==> config.mk <==
export PLATFORM = sky130hd
export DESIGN_NAME = timestamp_read_arbiter_flat
export DESIGN_NICKNAME = d
export VERILOG_FILES = /design/src/rtl/timestamp_read_arbiter_if.sv /design/src/rtl/timestamp_read_arbiter.sv /design/src/flat_wrapper.sv
export SDC_FILE = /design/constraint.sdc
export NUM_CORES = 1
export LEC_CHECK = 0
export CAP_MARGIN = 40
export CORE_UTILIZATION = 47
export DETAILED_ROUTE_END_ITERATION = 16
export PLACE_DENSITY = 0.85
export SLEW_MARGIN = 20
export SYNTH_ARGS = -nofsm -noshare
export SYNTH_HDL_FRONTEND = slang
export SYNTH_SLANG_ARGS = --single-unit
==> constraint.sdc <==
create_clock -name rclk -period 2.9 [get_ports rclk]
set_input_delay 0.435 -clock rclk [delete_from_list [all_inputs] [get_ports rclk]]
set_output_delay 0.435 -clock rclk [all_outputs]
set_load 0.005 [all_outputs]
==> src/rtl/timestamp_read_arbiter_if.sv <==
// Bundle between the channel timestamp FIFOs/requesters and the timestamp read arbiter.
// req/ack: req is a level held by the requester; ack pulses one cycle when its 8 bytes have gone out.
interface timestamp_read_arbiter_if #(
   parameter int CHN_BITS = 2
);
   localparam int NUM_CHN = 2**CHN_BITS;

   logic [NUM_CHN-1:0]   req;
   logic [NUM_CHN-1:0]   ack;
   logic [NUM_CHN-1:0]   rstb;
   logic [8*NUM_CHN-1:0] ts_din;
   logic [7:0]           dout;
   logic                 dv;
   logic                 dstart;
   logic                 dlast;
   logic [CHN_BITS-1:0]  dchn;
   logic                 busy;

   modport master (
      input  req, ts_din,
      output ack, rstb, dout, dv, dstart, dlast, dchn, busy
   );

   modport slave (
      output req, ts_din,
      input  ack, rstb, dout, dv, dstart, dlast, dchn, busy
   );
endinterface

==> src/rtl/timestamp_read_arbiter.sv <==
// Round-robin arbiter that strobes one channel timestamp FIFO at a time and forwards its
// 8 output bytes as a framed, channel-tagged byte stream. All outputs are registered.
module timestamp_read_arbiter #(
   parameter int CHN_BITS = 2,
   parameter int TS_LAT   = 2,
   parameter int GAP      = 2
) (
   input  logic                     rclk,
   input  logic                     rrst_n,
   timestamp_read_arbiter_if.master bus,
   output logic [2:0]               fsm_state
);
   localparam int NUM_CHN = 2**CHN_BITS;

   typedef enum logic [2:0] {
      IDLE = 3'd0,
      STRB = 3'd1,
      WAIT = 3'd2,
      XFER = 3'd3,
      GAPS = 3'd4
   } state_t;

   state_t              state, state_nx;
   logic [3:0]          cnt;
   logic [CHN_BITS-1:0] ptr, chn, gnt, idx;
   logic                found, req_any;

   logic [NUM_CHN-1:0]  rstb_nx, ack_nx;
   logic [7:0]          dout_nx;
   logic [CHN_BITS-1:0] dchn_nx;
   logic                dv_nx, dstart_nx, dlast_nx, busy_nx;

   assign req_any   = |bus.req;
   assign fsm_state = state;

   // First requesting channel at or after ptr, wrapping modulo NUM_CHN.
   always_comb begin
      found = 1'b0;
      gnt   = ptr;
      idx   = '0;
      for (int i = 0; i < NUM_CHN; i++) begin
         idx = ptr + CHN_BITS'(i);
         if (!found && bus.req[idx]) begin
            found = 1'b1;
            gnt   = idx;
         end
      end
   end

   // cnt restarts on every state change, so it serves as wait, byte and gap counter.
   always_ff @(posedge rclk or negedge rrst_n) begin
      if (!rrst_n) begin
         state <= IDLE;
         cnt   <= '0;
         ptr   <= '0;
         chn   <= '0;
      end else begin
         state <= state_nx;
         cnt   <= (state_nx != state) ? 4'd0 : cnt + 4'd1;
         if (state == IDLE && req_any) begin
            chn <= gnt;
            ptr <= gnt + 1'b1;
         end
      end
   end

   // GAPS also covers the cycle that shows the last byte, hence GAP+1 cycles there.
   always_comb begin
      state_nx = state;
      case (state)
         IDLE: if (req_any) state_nx = STRB;
         STRB: state_nx = (TS_LAT > 1) ? WAIT : XFER;
         WAIT: if (int'(cnt) >= TS_LAT - 2) state_nx = XFER;
         XFER: if (cnt == 4'd7) state_nx = GAPS;
         GAPS: if (int'(cnt) >= GAP) state_nx = IDLE;
         default: state_nx = IDLE;
      endcase
   end

   always_comb begin
      rstb_nx   = (state == IDLE && req_any) ? (NUM_CHN'(1) << gnt) : '0;
      dv_nx     = (state == XFER);
      dstart_nx = dv_nx && (cnt == 4'd0);
      dlast_nx  = dv_nx && (cnt == 4'd7);
      ack_nx    = dlast_nx ? (NUM_CHN'(1) << chn) : '0;
      busy_nx   = (state_nx != IDLE);
      dout_nx   = dv_nx ? bus.ts_din[{chn, 3'b000} +: 8] : bus.dout;
      dchn_nx   = dv_nx ? chn : bus.dchn;
   end

   always_ff @(posedge rclk or negedge rrst_n) begin
      if (!rrst_n) begin
         bus.rstb   <= '0;
         bus.ack    <= '0;
         bus.dout   <= '0;
         bus.dv     <= 1'b0;
         bus.dstart <= 1'b0;
         bus.dlast  <= 1'b0;
         bus.dchn   <= '0;
         bus.busy   <= 1'b0;
      end else begin
         bus.rstb   <= rstb_nx;
         bus.ack    <= ack_nx;
         bus.dout   <= dout_nx;
         bus.dv     <= dv_nx;
         bus.dstart <= dstart_nx;
         bus.dlast  <= dlast_nx;
         bus.dchn   <= dchn_nx;
         bus.busy   <= busy_nx;
      end
   end
endmodule

==> src/flat_wrapper.sv <==
// flat-port wrapper written by rule: the top's interface ports become plain ports
module timestamp_read_arbiter_flat 
#(
   parameter int CHN_BITS = 2,
   parameter int TS_LAT   = 2,
   parameter int GAP      = 2
)
  (rclk, rrst_n, fsm_state, bus_req, bus_ts_din, bus_ack, bus_rstb, bus_dout, bus_dv, bus_dstart, bus_dlast, bus_dchn, bus_busy);
  timestamp_read_arbiter_if #(.CHN_BITS(CHN_BITS)) bus_i ();
  input  logic rclk;
  input  logic rrst_n;
  output logic [2:0] fsm_state;
  input wire logic [$bits(bus_i.req)-1:0] bus_req;
  input wire logic [$bits(bus_i.ts_din)-1:0] bus_ts_din;
  output wire logic [$bits(bus_i.ack)-1:0] bus_ack;
  output wire logic [$bits(bus_i.rstb)-1:0] bus_rstb;
  output wire logic [$bits(bus_i.dout)-1:0] bus_dout;
  output wire logic [$bits(bus_i.dv)-1:0] bus_dv;
  output wire logic [$bits(bus_i.dstart)-1:0] bus_dstart;
  output wire logic [$bits(bus_i.dlast)-1:0] bus_dlast;
  output wire logic [$bits(bus_i.dchn)-1:0] bus_dchn;
  output wire logic [$bits(bus_i.busy)-1:0] bus_busy;
  assign bus_i.req = bus_req;
  assign bus_i.ts_din = bus_ts_din;
  assign bus_ack = bus_i.ack;
  assign bus_rstb = bus_i.rstb;
  assign bus_dout = bus_i.dout;
  assign bus_dv = bus_i.dv;
  assign bus_dstart = bus_i.dstart;
  assign bus_dlast = bus_i.dlast;
  assign bus_dchn = bus_i.dchn;
  assign bus_busy = bus_i.busy;
  timestamp_read_arbiter #(.CHN_BITS(CHN_BITS), .TS_LAT(TS_LAT), .GAP(GAP)) u_core (.rclk(rclk), .rrst_n(rrst_n), .bus(bus_i), .fsm_state(fsm_state));
endmodule
; ---- Yosys cells after proc, flatten, opt, wreduce, memory -nomap -nowiden
; Index checks and enable logic that the tools add are counted.
[totals]
ff_bits = 33
inputBits = 38
out_inout_bits = 25
elab_cells = 65
[classes]
n_addsub = 5
magnitude_cmp = 5
n_eq_ne = 6
shifts = 3
n_mux = 21
n_reduce_logical = 13
[ops]
columns = op, count
row1 = 32-bit by 6-bit variable part select with 8-bit output, 1
row2 = 3-bit case mux with 5 select lines, 1
row3 = 2-bit by 3-bit < comparator with 1-bit output (second input constant), 4
row4 = 4-bit two-way mux, 3
row5 = 3-bit two-way mux, 3
row6 = 1-bit binary-select mux with 2-bit select, 4
row7 = 1-bit by 2-bit left shift with 4-bit output (first input constant), 2
row8 = 1-bit two-way mux, 7
row9 = 3-bit by 2-bit equality test with 1-bit output (second input constant), 2
row10 = 1-bit logical AND, 6
row11 = 2-bit two-way mux, 3
row12 = 2-bit by 1-bit adder with 2-bit output (second input constant), 2
row13 = 2-bit adder (second input constant), 2
row14 = 4-bit by 1-bit adder with 4-bit output (second input constant), 1
row15 = 4-bit by 3-bit equality test with 1-bit output (second input constant), 1
row16 = 4-bit by 2-bit greater-or-equal comparator with 1-bit output (second input constant), 1
row17 = 4-bit logical NOT, 1
row18 = 4-bit OR reduction, 1
row19 = 3-bit by 1-bit equality test with 1-bit output (second input constant), 1
row20 = 3-bit equality test (second input constant), 1
row21 = 1-bit logical NOT, 3
row22 = 3-bit logical NOT, 1
row23 = 3-bit inequality test, 1
row24 = 3-bit nonzero test, 1

; ---- Longest topological paths before layout
[logic_depth]
ltp_word = 14
depth_mapped = 5
depth_no_buf = 5

; ---- Worst setup path after synthesis
; No wires, ideal clock.
[synth_path]
path_kind = input to register
start = in bus_req[2]
end = reg u_core.ptr[1]
setup_time_ns = 0.125
arrival_ns = 1.610
required_ns = 2.775
path_slack_ns = 1.165
stages = 5
n_path_buf = 0
path_cell_list = nor3b_1 > a2111oi_2 > nor2_1 > ha_1 > mux2_4
[synth_between]
elab_chain_len = 13
word_cells_on_any_way = 23
cone_classes = add/sub: 1 / mux: 14 / reduce/logical: 8
[synth_lines]
columns = element, line_no
row1 = from (decl), flat_wrapper.sv:13  ; input wire logic [$bits(bus_i.req)-1:0] bus_req;
row2 = 1-bit binary-select mux with 2-bit select, timestamp_read_arbiter.sv:43  ; if (!found && bus.req[idx]) begin
row3 = 1-bit two-way mux (not written as such), timestamp_read_arbiter.sv:43
row4 = 1-bit two-way mux, timestamp_read_arbiter.sv:43
row5 = 1-bit logical NOT, timestamp_read_arbiter.sv:43
row6 = 1-bit logical AND, timestamp_read_arbiter.sv:43
row7 = 1-bit two-way mux, timestamp_read_arbiter.sv:43
row8 = 1-bit logical NOT, timestamp_read_arbiter.sv:43
row9 = 1-bit logical AND, timestamp_read_arbiter.sv:43
row10 = 1-bit two-way mux, timestamp_read_arbiter.sv:43
row11 = 1-bit logical NOT, timestamp_read_arbiter.sv:43
row12 = 1-bit logical AND, timestamp_read_arbiter.sv:43
row13 = 2-bit two-way mux *, timestamp_read_arbiter.sv:43
row14 = named net u_core.gnt[1], timestamp_read_arbiter.sv:25  ; logic [CHN_BITS-1:0] ptr, chn, gnt, idx;
row15 = 2-bit by 1-bit adder with 2-bit output *, timestamp_read_arbiter.sv:62  ; ptr <= gnt + 1'b1;
row16 = to (signal assigned), timestamp_read_arbiter.sv:62
row17 = to (decl), timestamp_read_arbiter.sv:25
; The timed path passes the listed nets; every way through them passes the cells marked *. The select of a mux whose other input is x is not followed.
; A chain may end at the register's enable or synchronous reset.

; ---- Worst setup path after layout
[layout_path]
start = in bus_req[1]
end = reg u_core.ptr[1]
; Same word-level chain as after synthesis.

==> results_dict.tcl <==
set metrics [dict create \
    final_hold_viol_count 0 \
    rsz0062_at_grt "no" \
    drive_gt1_frac 0.1111 \
    ctsHtreeMaxLevel 2 \
    ant_nets 0 \
    cts_num_sinks 33 \
    fin_worst_skew_ns 0.01047 \
    root_buffer "clkbuf_4" \
    grt_util_all_layers 0.2623 \
    rr_worst_depth 4 \
    drt_iter0_markers 70 \
    remaining_drc_errors 0 \
    grt_max_degree 34 \
    p_leak_nw 1.059 \
    synth_ff_type "dfrtp_1" \
    powerDensity_nw_per_um2 864.2 \
    synth-seq-cells 33 \
    r2r_end "u_core.cnt[0]" \
    die_h_microns 61.35 \
    portBuffers 62 \
    cts_buffers 5 \
    slowest_delay_ns 0.60 \
    via_per_inst 5.412 \
    cts_buffer_depth 2 \
    final.min_clock_period_ns 2.126 \
    hold_buffers 0 \
    post_cts_buffers 0 \
    fin_crit_sh 0.7332 \
    post-place-ws_ns 0.4268 \
    initial_core_util 0.4922 \
    num_antenna_cells 0 \
    r2r_start "u_core.fsm_state[2]" \
    peakVddDrop_v 0.0003785 \
    area_delta_synth_final_pct 44.90 \
    critPathMaxFanout 6 \
    clkSlewWorstSetupHoldPaths_ns 0.11 \
    synth_area_leader_cell "dfrtp_1" \
    finalSetupViolCount 0 \
    coreArea_sq_um 3363 \
    syn_area_sq_um 1655 \
    gp_congestion 0.7722 \
    antenna_found_initial 0 \
    crit_type "input pin to register" \
    final_nets 260 \
    syn_nets 195 \
    synth.top_cell.area_share 0.4989 \
    synth_cells 150 \
    synth_cell_types 36 \
    r2r_slack_ns 0.95 \
    rows 21 \
    postSynthAreaPerCell_sq_um 11.04 \
    drt_wl_total_microns 4408 \
    hold_class "input pin to async pin" \
    crit_slowest_cell "clkdlybuf4s50_1" \
    grt_first_pass_wirelength_microns 6851 \
    synth_edf_count 0 \
    final_util 0.7132 \
    wl_per_cell_microns 16.82 \
    power_mw 2.073 \
    ys_top_cells_by_area "dfrtp_1 (50%), mux4_2 (11%), nand2_1 (7.3%)" \
    ys_seq_area_frac 0.4989 \
    clk_latency_ns 0.35 \
    arrival_ns 2.37 \
    tightest_slew_ns 0.6512 \
    io_pins 63 \
    die_area_sq_um 3763 \
    cp-start-kind "input pin" \
    yosysWarnings 0 \
    fin_ws_ns 0.7738 \
    final_max_slew_viol_count 0 \
    grt_pass1_vias 1433 \
    dp_hpwl_microns 3041 \
    vias 1418 \
    setup_tns_ns 0 \
    cp-end-kind "register" \
    cts_tree "built" \
    status "finished clean" \
    required_ns 3.14 \
    drt_first_pass_iters 4 \
    synthArstFlopShare 1.000 \
    postCtsResizedCells 0 \
    cp_cell_sequence "clkdlybuf4s50_1 > nor3b_1 > a2111oi_2 > nor2_1 > ha_1 > mux2_4" \
    fmax_mhz 470.3 \
    fp.dieW_microns 61.35 \
    maxCapViolations 0 \
    relSlewSlack 0.5658 \
    grt-ovfl-total 0 \
]
==> state kept, by name, summed over array words and instances (netlist names) <==
name and cells:
u_core.bus.dout 8, u_core.bus.ack 4, u_core.bus.rstb 4, u_core.cnt 4
u_core.fsm_state 3, u_core.bus.dchn 2, u_core.chn 2, u_core.ptr 2
u_core.bus.busy 1, u_core.bus.dlast 1, u_core.bus.dstart 1, u_core.bus.dv 1
==> how the worst max path moves through the flow <==
stage / from / to / slack (ns) / cells past startpoint
2_1_floorplan: bus_req[2] / u_core.ptr[1] / 1.17 / 5
3_3_place_gp: bus_req[1] / u_core.ptr[1] / 0.54 / 6
3_5_place_dp: bus_req[1] / u_core.ptr[1] / 0.43 / 6
4_1_cts: bus_req[1] / u_core.ptr[1] / 0.80 / 6
5_1_grt: bus_req[1] / u_core.ptr[1] / 0.74 / 6
6_report: bus_req[1] / u_core.ptr[1] / 0.77 / 6
==> per-stage QoR <==
stage                     std cells  hold WS [ns]  cell area [sq um]
after floorplan                 150        0.1394               1655
after global placement          254        0.4583               2313
after detailed placement        254        0.4644               2313
after CTS                       262        0.4924               2399
after global routing            262        0.5191               2399
final                           262        0.4815               2399
==> synth_stat cells, types with 2 or more instances <==
| cell | instances |
|---|---|
| a21oi_1 | 5 |
| a22oi_1 | 2 |
| and2_1 | 4 |
| and3_1 | 2 |
| clkbuf_1 | 3 |
| dfrtp_1 | 33 |
| ha_1 | 7 |
| inv_1 | 6 |
| mux4_2 | 8 |
| nand2_1 | 32 |
| nand2b_1 | 3 |
| nand3_1 | 2 |
| nand3b_1 | 2 |
| nor2_1 | 8 |
| nor2b_1 | 2 |
| nor3_1 | 3 |
| nor3b_1 | 3 |
| o21ai_0 | 3 |
| o31ai_1 | 2 |
| or2_2 | 4 |
==> routing by layer <==
metal / GRT usage / wire [microns] / up-vias
li1: - / - / 644
met1: 0.2922 / 1688 / 684
met2: 0.4410 / 2232 / 75
met3: 0.07983 / 347 / 15
met4: 0.1619 / 139 / 0
met5: 0 / 0 / -
==> worst max-delay path, delay by kind of cell <==
| family | cells | cell delay, ns |
|---|---|---|
| buffers and inverters | 1 | 0.60 |
| AOI/OAI and AO/OA | 1 | 0.47 |
| adders and majority gates | 1 | 0.32 |
| and+or+nand+nor | 2 | 0.28 |
| muxes | 1 | 0.26 |
==> cells by family (layout without fill, tap and decap cells) <==
logic type               count (synthesis)  in the layout  share of synthesized area
AND/OR/NAND/NOR                         69             69                     0.2094
adder cells (fa/ha/maj)                  7              7                    0.05291
multiplexers                             9              9                     0.1179
AO/OA/AOI/OAI                           19             19                    0.08012
buffers and inverters                   11             77                    0.03023
flip-flops                              33             33                     0.4989
XOR/XNOR                                 2              2                    0.01058
==> power by group <==
part / switching (mW) / internal [mW] / leakage [nW] / total [mW]
clock network: 0.159 / 0.206 / 0.0455 / 0.365
registers: 0.195 / 0.618 / 0.408 / 0.813
logic: 0.396 / 0.499 / 0.606 / 0.895
total: 0.751 / 1.32 / 1.06 / 2.07
==> layout make-up <==
| class | count | area, sq um |
|---|---|---|
| multi-input combinational | 106 | 779.5 |
| clock buffer | 7 | 55.05 |
| fill | 247 | 964.7 |
| clock inverter | 1 | 30.03 |
| timing repair buffer | 63 | 628.1 |
| inverter | 6 | 22.52 |
| tap | 46 | 57.56 |
| sequential | 33 | 825.8 |
==> cells in the final DEF (no fill, tap or decap), drive strengths merged, types with 2 or more instances in the layout <==
cell type      count
a21oi              5
a22oi              2
and2               4
and3               2
clkbuf             7
clkdlybuf4s50     62
dfrtp             33
ha                 7
inv                6
mux4               8
nand2             32
nand2b             3
nand3              2
nand3b             2
nor2               9
nor2b              2
nor3               3
nor3b              3
o21ai              3
o31ai              2
or2                4
No activity file was read; power rests on OpenSTA's default activity.
